### config.mk
export PLATFORM = sky130hd
export DESIGN_NAME = tm1638_key_events
export DESIGN_NICKNAME = d
export VERILOG_FILES = /design/src/rtl/tm1638_pkg.sv /design/src/rtl/sync_fifo.sv /design/src/rtl/tm1638_key_events.sv
export SDC_FILE = /design/constraint.sdc
export NUM_CORES = 1
export LEC_CHECK = 0
export CORE_UTILIZATION = 37
export DETAILED_ROUTE_END_ITERATION = 7
export PLACE_DENSITY = 0.6
export SLEW_MARGIN = 5
export SYNTH_ARGS = -nofsm -noshare
export SYNTH_HDL_FRONTEND = slang
export SYNTH_SLANG_ARGS = --single-unit
### constraint.sdc
create_clock -name clk -period 10 [get_ports clk]
set_input_delay 2.5 -clock clk [delete_from_list [all_inputs] [get_ports clk]]
set_output_delay 2.5 -clock clk [all_outputs]
set_load 0.005 [all_outputs]
### src/rtl/tm1638_pkg.sv
// Shared types and constants for the TM1638 key-event path: key counts, the
// event record pushed into the FIFO, and the serializer state encoding.
package tm1638_pkg;

   localparam int TM1638_IN_COUNT = 4;
   localparam int NUM_KEYS        = 8;

   typedef struct packed {
      logic [2:0] key;
      logic       press;
   } key_event_t;

   typedef enum logic {
      S_IDLE = 1'b0,
      S_SCAN = 1'b1
   } scan_state_e;

   // Index of the lowest set bit; the caller only uses it when mask != 0.
   function automatic logic [2:0] lowestSet(input logic [NUM_KEYS-1:0] mask);
      logic [2:0] idx;
      idx = '0;
      for (int i = NUM_KEYS - 1; i >= 0; i--) begin
         if (mask[i]) idx = 3'(i);
      end
      return idx;
   endfunction

endpackage

### src/rtl/sync_fifo.sv
// Single-clock FIFO with extra-bit pointers. A push into a full FIFO is
// accepted only when a pop frees a slot in the same cycle; otherwise drop_o.
module sync_fifo #(
   parameter int WIDTH = 4,
   parameter int DEPTH = 8
) (
   input  logic             clk,
   input  logic             reset,
   input  logic             push_i,
   input  logic [WIDTH-1:0] data_i,
   input  logic             pop_i,
   output logic [WIDTH-1:0] data_o,
   output logic             full_o,
   output logic             empty_o,
   output logic             drop_o
);

   localparam int AW = $clog2(DEPTH);

   logic [WIDTH-1:0] mem_q [DEPTH];
   logic [AW:0]      wrPtr_q, rdPtr_q;
   logic             doPush, doPop;

   assign empty_o = (wrPtr_q == rdPtr_q);
   assign full_o  = (wrPtr_q[AW] != rdPtr_q[AW]) &&
                    (wrPtr_q[AW-1:0] == rdPtr_q[AW-1:0]);
   assign doPop   = pop_i && !empty_o;
   assign doPush  = push_i && (!full_o || doPop);
   assign drop_o  = push_i && !doPush;
   assign data_o  = mem_q[rdPtr_q[AW-1:0]];

   always_ff @(posedge clk or posedge reset) begin
      if (reset) begin
         wrPtr_q <= '0;
         rdPtr_q <= '0;
      end else begin
         if (doPush) wrPtr_q <= wrPtr_q + {{AW{1'b0}}, 1'b1};
         if (doPop)  rdPtr_q <= rdPtr_q + {{AW{1'b0}}, 1'b1};
      end
   end

   always_ff @(posedge clk) begin
      if (doPush) mem_q[wrPtr_q[AW-1:0]] <= data_i;
   end

endmodule

### src/rtl/tm1638_key_events.sv
// Debounces the eight LED&KEY buttons from the TM1638 scan bytes and turns
// accepted changes into pulses plus a ready/valid queue of key events.
module tm1638_key_events
   import tm1638_pkg::*;
#(
   parameter int unsigned SAMPLE_PERIOD  = 32'd250_000,
   parameter int          DEBOUNCE_COUNT = 3,
   parameter int          EVENT_DEPTH    = 8
) (
   input  logic                clk,
   input  logic                reset,
   input  logic [7:0]          tm1638_in [TM1638_IN_COUNT],
   output logic [NUM_KEYS-1:0] keys,
   output logic [NUM_KEYS-1:0] key_pressed,
   output logic [NUM_KEYS-1:0] key_released,
   output logic                event_valid,
   input  logic                event_ready,
   output logic [2:0]          event_key,
   output logic                event_press,
   output logic                overflow,
   input  logic                overflow_clear
);

   localparam logic [31:0] RELOAD  = 32'(SAMPLE_PERIOD - 1);
   localparam logic [3:0]  DB_LAST = 4'(DEBOUNCE_COUNT - 1);

   logic [31:0]         sampleCnt_q;
   logic                tick;
   logic [NUM_KEYS-1:0] raw;
   logic                unusedInBits;
   logic [NUM_KEYS-1:0] keys_q, pressed_q, released_q, pending_q;
   logic [NUM_KEYS-1:0] keys_d, pressed_d, released_d, pending_d;
   logic [NUM_KEYS-1:0] accepted, pendingClr;
   logic [3:0]          dbCnt_q [NUM_KEYS];
   logic [3:0]          dbCnt_d [NUM_KEYS];
   scan_state_e         state_q, state_d;
   logic [2:0]          slot;
   logic                push, drop, unusedFull, fifoEmpty;
   key_event_t          pushEvt, headEvt;
   logic                overflow_q, overflow_d;

   assign tick = (sampleCnt_q == 32'd0);

   always_ff @(posedge clk or posedge reset) begin
      if (reset) sampleCnt_q <= RELOAD;
      else       sampleCnt_q <= tick ? RELOAD : sampleCnt_q - 32'd1;
   end

   // Keys live in bits 0 and 4 of each scan byte; the rest is board-specific.
   always_comb begin
      raw          = '0;
      unusedInBits = 1'b0;
      for (int k = 0; k < TM1638_IN_COUNT; k++) begin
         raw[k]       = tm1638_in[k][0];
         raw[k+4]     = tm1638_in[k][4];
         unusedInBits = unusedInBits ^ (^{tm1638_in[k][7:5], tm1638_in[k][3:1]});
      end
   end

   always_comb begin
      dbCnt_d  = dbCnt_q;
      accepted = '0;
      if (tick) begin
         for (int i = 0; i < NUM_KEYS; i++) begin
            if (raw[i] == keys_q[i]) begin
               dbCnt_d[i] = '0;
            end else if (dbCnt_q[i] == DB_LAST) begin
               dbCnt_d[i]  = '0;
               accepted[i] = 1'b1;
            end else begin
               dbCnt_d[i] = dbCnt_q[i] + 4'd1;
            end
         end
      end
      keys_d     = keys_q ^ accepted;
      pressed_d  = accepted & ~keys_q;
      released_d = accepted & keys_q;
   end

   // One pending key is serialized per cycle, lowest index first.
   always_comb begin
      state_d    = state_q;
      pendingClr = '0;
      push       = 1'b0;
      slot       = lowestSet(pending_q);
      pushEvt    = '{key: slot, press: keys_q[slot]};
      case (state_q)
         S_IDLE: if (pending_q != '0) state_d = S_SCAN;
         S_SCAN: begin
            if (pending_q != '0) begin
               pendingClr[slot] = 1'b1;
               push             = 1'b1;
            end
            if ((pending_q & ~pendingClr) == '0) state_d = S_IDLE;
         end
         default: state_d = S_IDLE;
      endcase
      pending_d = (pending_q & ~pendingClr) | accepted;
   end

   always_comb begin
      overflow_d = overflow_q;
      if (drop)                overflow_d = 1'b1;
      else if (overflow_clear) overflow_d = 1'b0;
   end

   always_ff @(posedge clk or posedge reset) begin
      if (reset) begin
         keys_q     <= '0;
         pressed_q  <= '0;
         released_q <= '0;
         pending_q  <= '0;
         state_q    <= S_IDLE;
         overflow_q <= 1'b0;
         for (int i = 0; i < NUM_KEYS; i++) dbCnt_q[i] <= '0;
      end else begin
         keys_q     <= keys_d;
         pressed_q  <= pressed_d;
         released_q <= released_d;
         pending_q  <= pending_d;
         state_q    <= state_d;
         overflow_q <= overflow_d;
         dbCnt_q    <= dbCnt_d;
      end
   end

   sync_fifo #(
      .WIDTH ($bits(key_event_t)),
      .DEPTH (EVENT_DEPTH)
   ) u_fifo (
      .clk     (clk),
      .reset   (reset),
      .push_i  (push),
      .data_i  (pushEvt),
      .pop_i   (event_ready),
      .data_o  (headEvt),
      .full_o  (unusedFull),
      .empty_o (fifoEmpty),
      .drop_o  (drop)
   );

   assign keys         = keys_q;
   assign key_pressed  = pressed_q;
   assign key_released = released_q;
   assign event_valid  = !fifoEmpty;
   assign event_key    = headEvt.key;
   assign event_press  = headEvt.press;
   assign overflow     = overflow_q;

endmodule

* After elaboration in Yosys (flattened, before gate mapping)
Memories as Yosys holds them, arrays and structs flattened. Cells that the tools add are included.
Operators by class: magnitude comparators 2, equality and inequality tests 19, reduce and logical (&&, ||, !) cells 13, multiplexer cells 57, add/sub/neg operators 11, bitwise logic cells 10
Operator list (count):
- $mux W4 | 16
- $add A4 B1 Y4 const B | 10
- $and A8 B8 Y8 | 4
- $eq A4 B2 Y1 const B | 8
- $logic_not A32 Y1 | 1
- $mux W32 | 1
- $mux W8 | 4
- $sub A32 B1 Y32 const B | 1
- $mux W1 | 25
- $mux W3 | 8
- $not A8 Y8 | 3
- $eq A1 B1 Y1 | 8
- $logic_not A8 Y1 | 1
- $or A8 B8 Y8 | 1
- $reduce_bool A8 Y1 | 1
- $xor A8 B8 Y8 | 1
- $logic_and A1 B1 Y1 | 5
- $eq A4 B4 Y1 | 1
- $lt A3 B4 Y1 const B | 1
- $bmux W1 S3 | 1
- $demux W1 S3 | 1
- $eq A3 B3 Y1 | 1
- $ge A3 B1 Y1 const B | 1
- $logic_not A1 Y1 | 3
- other kinds (5) | 5
Storage, ports and cells: logic and storage cells 130, memories 1, output and inout bits 30, register bits after elaboration 106, bits in writable memories 32
Memory list:
- u_fifo.mem_q | depth 8, bits a word 4, rd ports 1, clocked after Yosys merged registers in 0, wr ports 1, RTL line sync_fifo.sv:20 | logic [WIDTH-1:0] mem_q [DEPTH];

* Logic depth before layout (Yosys ltp)
Gate-level depths: netlist of the first run.
depth in word-level cells 19, mapped depth 9

* By module
Synthesis of the first run repeated with hierarchy kept, for this count alone.
Unflattened totals: cell total of the unflattened synthesis 589, area, all modules 6677.7 um2
Modules (own cells, without submodules):
- tm1638_key_events | cells an instance 481, area each 4903.5 um2, times used 1, sequential area each 2464.9 um2
- sync_fifo | cells an instance 108, area each 1774.2 um2, times used 1, sequential area each 1161.1 um2

* Least setup slack after synthesis of the first run
OpenSTA, ideal clock, no wires.
path type reg2out, start register u_fifo.rdPtr_q[0], end output event_key[0], cell stages (with the launch flop) 4, arrival time 1688 ps, setup slack 5812 ps, path buffers 1, cell sequence dfrtp_1 -> buf_1 -> mux4_2 -> mux2_2
On the way: longest elaborated chain between the ends 1
RTL lines:
- from (decl) | RTL line sync_fifo.sv:21 | logic [AW:0] wrPtr_q, rdPtr_q;
- from (signal assigned) | RTL line sync_fifo.sv:38 | if (doPop) rdPtr_q <= rdPtr_q + {{AW{1'b0}}, 1'b1};
- $mem_v2 Z8 W4
- to (decl) | RTL line tm1638_key_events.sv:18 | output logic [2:0] event_key,
No other way between the ends.

* Worst setup path in the final report of the first run
start register u_fifo.rdPtr_q[0], end output event_press
On the way: longest elaborated chain between the ends 1
RTL lines:
- $mem_v2 Z8 W4
- to (decl) | RTL line tm1638_key_events.sv:19 | output logic event_press,
No other way between the ends.

==> impl_metrics.env, run 1 <==
export IMPL_wire_per_inst_um=15.18
export IMPL_synthFlopType="dfrtp_1"
export IMPL_total_leakage_power_nw=3.261
export IMPL_cts_tree="done"
export IMPL_cp_start_kind="flop"
export IMPL_ir_drop_mv=0.1391
export IMPL_setup_ws_ns=4.985
export IMPL_area_growth_pct=18.77
export IMPL_synth_xor_area_share_pct=5.202
export IMPL_hp_class="flop to flop"
export IMPL_cts_root_buf="clkbuf_16"
export IMPL_die_x_um=135.2
export IMPL_core_um2=17300
export IMPL_numCtsBuffers=17
export IMPL_min_from="sampleCnt_q[0]"
export IMPL_ios=66
export IMPL_hold_buffers=0
export IMPL_io_buffers=41
export IMPL_track_usage_pct=15.65
export IMPL_layout_commonest_cell="dfrtp_1"
export IMPL_syn_area_per_cell_um2=11.44
export IMPL_ant_nets=0
export IMPL_cts_htree_levels=4
export IMPL_drcViolationCount=0
export IMPL_cts_resized=0
export IMPL_whs_ns=0.4669
export IMPL_total_power_mw=1.357
export IMPL_synthArstFlopShare_pct=76.81
export IMPL_hold_viol_final=0
export IMPL_finalWorstPathRequiredPeriod_ns=5.015
export IMPL_post_cts_buffers=0
export IMPL_worst_pin_slew_ns=0.9375
export IMPL_synthAdderAreaFrac_pct=6.822
export IMPL_ys_types=51
export IMPL_arrival_ns=2.52
export IMPL_row_count=48
export IMPL_worstSetupPathType="flop to output pin"
export IMPL_via_per_inst=5.155
export IMPL_finalCritPeriodShare_pct=50.15
export IMPL_utilization_pct=45.09
export IMPL_grt_pass1_vias=4388
export IMPL_antenna_found_initial=0
export IMPL_cp_endpoint="event_press"
export IMPL_synth_compound_area_share_pct=7.984
export IMPL_postSynthCellCount=574
export IMPL_finalNetCount=690
export IMPL_synth_top_family_by_area="simple AND/OR/NAND/NOR gates"
export IMPL_ys_seq_area_share_pct=55.22
export IMPL_reg2reg_from="sampleCnt_q[0]"
export IMPL_drtIter0Drc=234
export IMPL_setup_violations=0
export IMPL_drive_gt1_share_pct=11.08
export IMPL_vias=4418
export IMPL_ctsLongestPathBuffers=2
export IMPL_max_cap_violations=0
export IMPL_skew_ns=0.007727
export IMPL_dr_pass1_iters=4
export IMPL_die_h_um=135.2
export IMPL_syn_cell_area_um2=6566
export IMPL_synthMuxAreaShare_pct=4.783
export IMPL_die_area_um2=18280
export IMPL_fin_tns_setup_ns=0
export IMPL_clkTransAtPathRegs_ns=0.06
export IMPL_timing_critical_path_fanout_max=12
export IMPL_final_cell_mix="dfrtp_1 (96), nor2_1 (50), o21ai_0 (49)"
export IMPL_rsz0062_at_grt="false"
export IMPL_reg2reg_slack_ns=6.79
export IMPL_setup_worst_path_end_class="output pin"
export IMPL_gr_total_overflow=0
export IMPL_synthSimpleGateAreaFrac_pct=17.07
export IMPL_cellPowerDensity_nw_per_um2=174.0
export IMPL_slew_headroom_pct=37.50
export IMPL_crit_start="u_fifo.rdPtr_q[0]"
export IMPL_ys_seq_elements=138
export IMPL_insertedDiodeCount=0
export IMPL_wl_mm=13.01
export IMPL_syn_nets=645
export IMPL_start_util_pct=37.96
export IMPL_cts_sinks=138
export IMPL_ys_warn_count=0
export IMPL_pre_cts_ws_ns=5.256
export IMPL_dp_final_hpwl_mm=8.931
export IMPL_maxSlewViolCount=0
export IMPL_grt_max_degree=77
export IMPL_worstPathRequired_ns=7.50
export IMPL_clkLatencyLatePin_ns=0.42
export IMPL_rr_worst_depth=8
export IMPL_max_freq_mhz=199.4
export IMPL_r2r_end="keys[2]"
export IMPL_status="finished clean"
export IMPL_gp_congestion=0.8385
export IMPL_grt_pass1_wl_mm=21.85
export IMPL_synth_edff_count=32
-- critical path: stages (launching register included) --
cell and delay (ns):
dfrtp_1 0.77, mux4_2 0.59, mux2_2 0.29, clkdlybuf4s50_1 0.44
-- final cells by class --
type	instances	area (um^2)
fillers	1594	9498
multi-input cells	387	2749
flip-flops and latches	138	3626
inverters	31	118.9
clock buffers	26	530.5
clock inverters	6	60.06
repair buffers	44	432.9
well taps	225	281.5
-- Yosys cell counts, types with 2 or more instances --
| master | number | area share, % |
|---|---|---|
| and3_1 | 4 | 0.38 |
| inv_1 | 31 | 1.8 |
| or3_4 | 2 | 0.34 |
| xor2_1 | 16 | 2.1 |
| dfstp_2 | 10 | 4.0 |
| nor3_1 | 10 | 0.76 |
| or3_1 | 10 | 0.95 |
| or4_1 | 9 | 1.0 |
| nand2b_1 | 15 | 1.4 |
| mux2_2 | 11 | 1.9 |
| o21ai_0 | 49 | 3.7 |
| nand3b_1 | 2 | 0.23 |
| nor2b_1 | 10 | 0.95 |
| nor2_1 | 50 | 2.9 |
| o31ai_1 | 12 | 1.4 |
| o41ai_1 | 7 | 0.93 |
| nor3b_1 | 16 | 1.8 |
| nor3b_2 | 2 | 0.38 |
| nand3_1 | 20 | 1.5 |
| nand4b_1 | 2 | 0.27 |
| and2_1 | 4 | 0.38 |
| clkbuf_1 | 16 | 0.91 |
| mux4_2 | 8 | 2.7 |
| edfxtp_1 | 32 | 15 |
| xnor2_1 | 23 | 3.1 |
| nor4_1 | 7 | 0.67 |
| ha_1 | 35 | 6.7 |
| dfrtp_1 | 96 | 37 |
| nand2_1 | 37 | 2.1 |
| a21oi_1 | 5 | 0.38 |
| a21o_1 | 3 | 0.34 |
-- cell families (layout without fill, tap and decap cells) --
family / after synthesis / in the layout
AO/OA/AOI/OAI: 86 / 86
XOR/XNOR: 39 / 39
adder cells (fa/ha/maj): 36 / 36
buffers and inverters: 49 / 107
flip-flops: 138 / 138
multiplexers: 20 / 20
AND/OR/NAND/NOR: 206 / 206
-- flip-flops by register name (all words and copies together) (netlist names) --
register / flops
keys: 8
u_fifo.rdPtr_q: 4
overflow: 1
key_released: 8
dbCnt_q: 32
state_q: 1
pending_q: 8
key_pressed: 8
u_fifo.wrPtr_q: 4
sampleCnt_q: 32
u_fifo.mem_q: 32
-- layer usage --
layer	up-vias	track usage, %	wire length, um
met5	-	0	0
met4	0	5.743	163
met3	15	4.190	442
met2	72	26.15	6592
met1	2205	19.37	5813
li1	2126	-	-
-- power by group --
group | switching, mW | internal (mW)
Sequential | 0.0335 | 0.587
Combinational | 0.0399 | 0.0786
Clock | 0.230 | 0.389
-- worst min path at each step --
stage / slack [ns] / endpoint / cells after the start
detailed placement: 0.46 / sampleCnt_q[0] / 1
finish: 0.47 / sampleCnt_q[0] / 1
global route: 0.48 / sampleCnt_q[0] / 1
CTS: 0.47 / sampleCnt_q[0] / 1
global placement: 0.44 / sampleCnt_q[0] / 1
floorplan: 0.43 / sampleCnt_q[0] / 1
-- per-stage QoR --
step	instance area (um^2)	cells
after floorplan	6566	574
after global placement	7208	825
after detailed placement	7208	825
after CTS	7799	857
after global routing	7799	857
final	7799	857
No activity file was read; power rests on OpenSTA's default activity.
==> inputs of run 2 (changes only) <==
--- a/config.mk
+++ b/config.mk
@@ -7,7 +7,7 @@
 export LEC_CHECK = 0
 export CORE_UTILIZATION = 37
 export DETAILED_ROUTE_END_ITERATION = 7
-export PLACE_DENSITY = 0.6
+export PLACE_DENSITY = 0.62
 export SLEW_MARGIN = 5
 export SYNTH_ARGS = -nofsm -noshare
 export SYNTH_HDL_FRONTEND = slang
==> constraint.sdc (replaced) <==
create_clock -name clk -period 4.1 [get_ports clk]
set_input_delay 1.025 -clock clk [delete_from_list [all_inputs] [get_ports clk]]
set_output_delay 1.025 -clock clk [all_outputs]
set_load 0.005 [all_outputs]
==> run 2 against run 1 <==
Against the previous run:
- clock power up 150%
- worst hold slack lost 0.0038 ns
- combinational power is 140% higher
- first-iteration DRC count is 5.1% higher
- register-to-register slack got worse by 5.8 ns
- sequential share of layout area is 0.13 points lower
- highest routed layer unchanged
- cell count up 0.12%
==> impl_metrics.env, run 2 (synthesis gave the netlist of run 1 again) <==
export IMPL_fillers=1582
export IMPL_rsz0062_at_grt="false"
export IMPL_drtIter0Drc=246
export IMPL_holdPathStages=1
export IMPL_rr_worst_depth=9
export IMPL_whs_ns=0.4631
export IMPL_io_buffers=41
export IMPL_max_freq_mhz=283.2
export IMPL_gr_total_overflow=0
export IMPL_dp_final_hpwl_mm=8.931
export IMPL_reg2reg_from="sampleCnt_q[0]"
export IMPL_slew_headroom_pct=42.85
export IMPL_min_from="sampleCnt_q[0]"
export IMPL_total_power_mw=3.330
export IMPL_cts_root_buf="clkbuf_16"
export IMPL_skew_ns=0.004686
export IMPL_layout_commonest_cell="dfrtp_1"
export IMPL_row_count=48
export IMPL_cts_resized=0
export IMPL_status="finished clean"
export IMPL_ir_drop_mv=0.2954
export IMPL_hold_path_endpoint="sampleCnt_q[0]"
export IMPL_maxSlewViolCount=0
export IMPL_hold_buffers=0
export IMPL_cts_htree_levels=4
export IMPL_dr_pass1_iters=4
export IMPL_ios=66
export IMPL_track_usage_pct=15.49
export IMPL_r2r_end="keys[0]"
export IMPL_fin_tns_setup_ns=0
export IMPL_max_cap_violations=0
export IMPL_core_um2=17300
export IMPL_clkLatencyLatePin_ns=0.42
export IMPL_ctsLongestPathBuffers=2
export IMPL_setup_ws_ns=0.5690
export IMPL_wl_mm=12.86
export IMPL_regArea_um2=3626
export IMPL_finalWorstPathRequiredPeriod_ns=3.531
export IMPL_grt_pass1_wl_mm=21.87
export IMPL_area_growth_pct=19.11
export IMPL_finalNetCount=691
export IMPL_multi_input_area_um2=2749
export IMPL_finalCritPeriodShare_pct=86.12
export IMPL_cp_start_kind="flop"
export IMPL_die_h_um=135.2
export IMPL_insertedDiodeCount=0
export IMPL_wire_per_inst_um=14.99
export IMPL_worstSetupPathType="flop to output pin"
export IMPL_numCtsBuffers=17
export IMPL_total_leakage_power_nw=3.270
export IMPL_die_area_um2=18280
export IMPL_cts_sinks=138
export IMPL_die_x_um=135.2
export IMPL_grt_pass1_vias=4474
export IMPL_timing_critical_path_fanout_max=12
export IMPL_cellPowerDensity_nw_per_um2=425.7
export IMPL_vias=4389
export IMPL_setup_worst_path_end_class="output pin"
export IMPL_hp_class="flop to flop"
export IMPL_post_cts_buffers=0
export IMPL_clkTransAtPathRegs_ns=0.06
export IMPL_hold_viol_final=0
export IMPL_start_util_pct=37.96
export IMPL_via_per_inst=5.115
export IMPL_ant_nets=0
export IMPL_grt_max_degree=69
export IMPL_antenna_found_initial=0
export IMPL_arrival_ns=2.51
export IMPL_worstPathRequired_ns=3.07
export IMPL_final_cell_mix="dfrtp_1 (96), nor2_1 (50), o21ai_0 (49)"
export IMPL_reg2reg_slack_ns=1.04
export IMPL_drive_gt1_share_pct=11.37
export IMPL_setup_violations=0
export IMPL_drcViolationCount=0
export IMPL_cts_tree="done"
export IMPL_worst_pin_slew_ns=0.8495
export IMPL_pre_cts_ws_ns=0.8743
export IMPL_gp_congestion=0.8073
==> run 2: per-layer routing <==
metal	up-vias	global-route usage [%]	part of all wire, %
li1	2128	-	-
met1	2177	19.47	46
met2	65	25.53	49
met3	19	3.292	2.7
met4	0	7.116	1.8
met5	-	0	0
==> run 2: cell type report <==
type,instances,area share [%]
repair buffers,45,5.791
well taps,225,3.599
clock buffers,19,5.663
inverters,31,1.520
flip-flops and latches,138,46.36
clock inverters,13,1.920
multi-input cells,387,35.15
==> run 2: worst max-delay path by stage <==
stage,start,end,slack (ns),cells after the start
after detailed placement,event_ready,u_fifo.mem_q[5][2],0.87,5
final,u_fifo.rdPtr_q[0],event_key[0],0.57,3
after floorplan,reset,dbCnt_q[0],0.30,1
after global routing,u_fifo.rdPtr_q[0],event_press,0.41,3
after CTS,u_fifo.rdPtr_q[0],event_press,0.49,3
after global placement,event_ready,u_fifo.mem_q[4][2],0.89,5
==> run 2: per-stage QoR <==
step	utilization [%]	std cells	cell area [um^2]
finish	45.22	858	7821
global route	45.22	858	7821
CTS	45.22	858	7821
detailed placement	41.79	826	7228
global placement	41.79	826	7228
floorplan	-	574	6566
==> run 2: power breakdown <==
group	total [mW]	internal, mW	switching [mW]
Sequential	1.51	1.43	0.0826
Clock	1.53	0.965	0.564
Combinational	0.288	0.193	0.0948
Total	3.33	2.59	0.741
==> run 2: critical path, cell delays in order, from the launching register on <==
cell and delay (ns):
dfrtp_1 0.77, mux4_2 0.59, mux2_2 0.28, clkdlybuf4s50_1 0.45
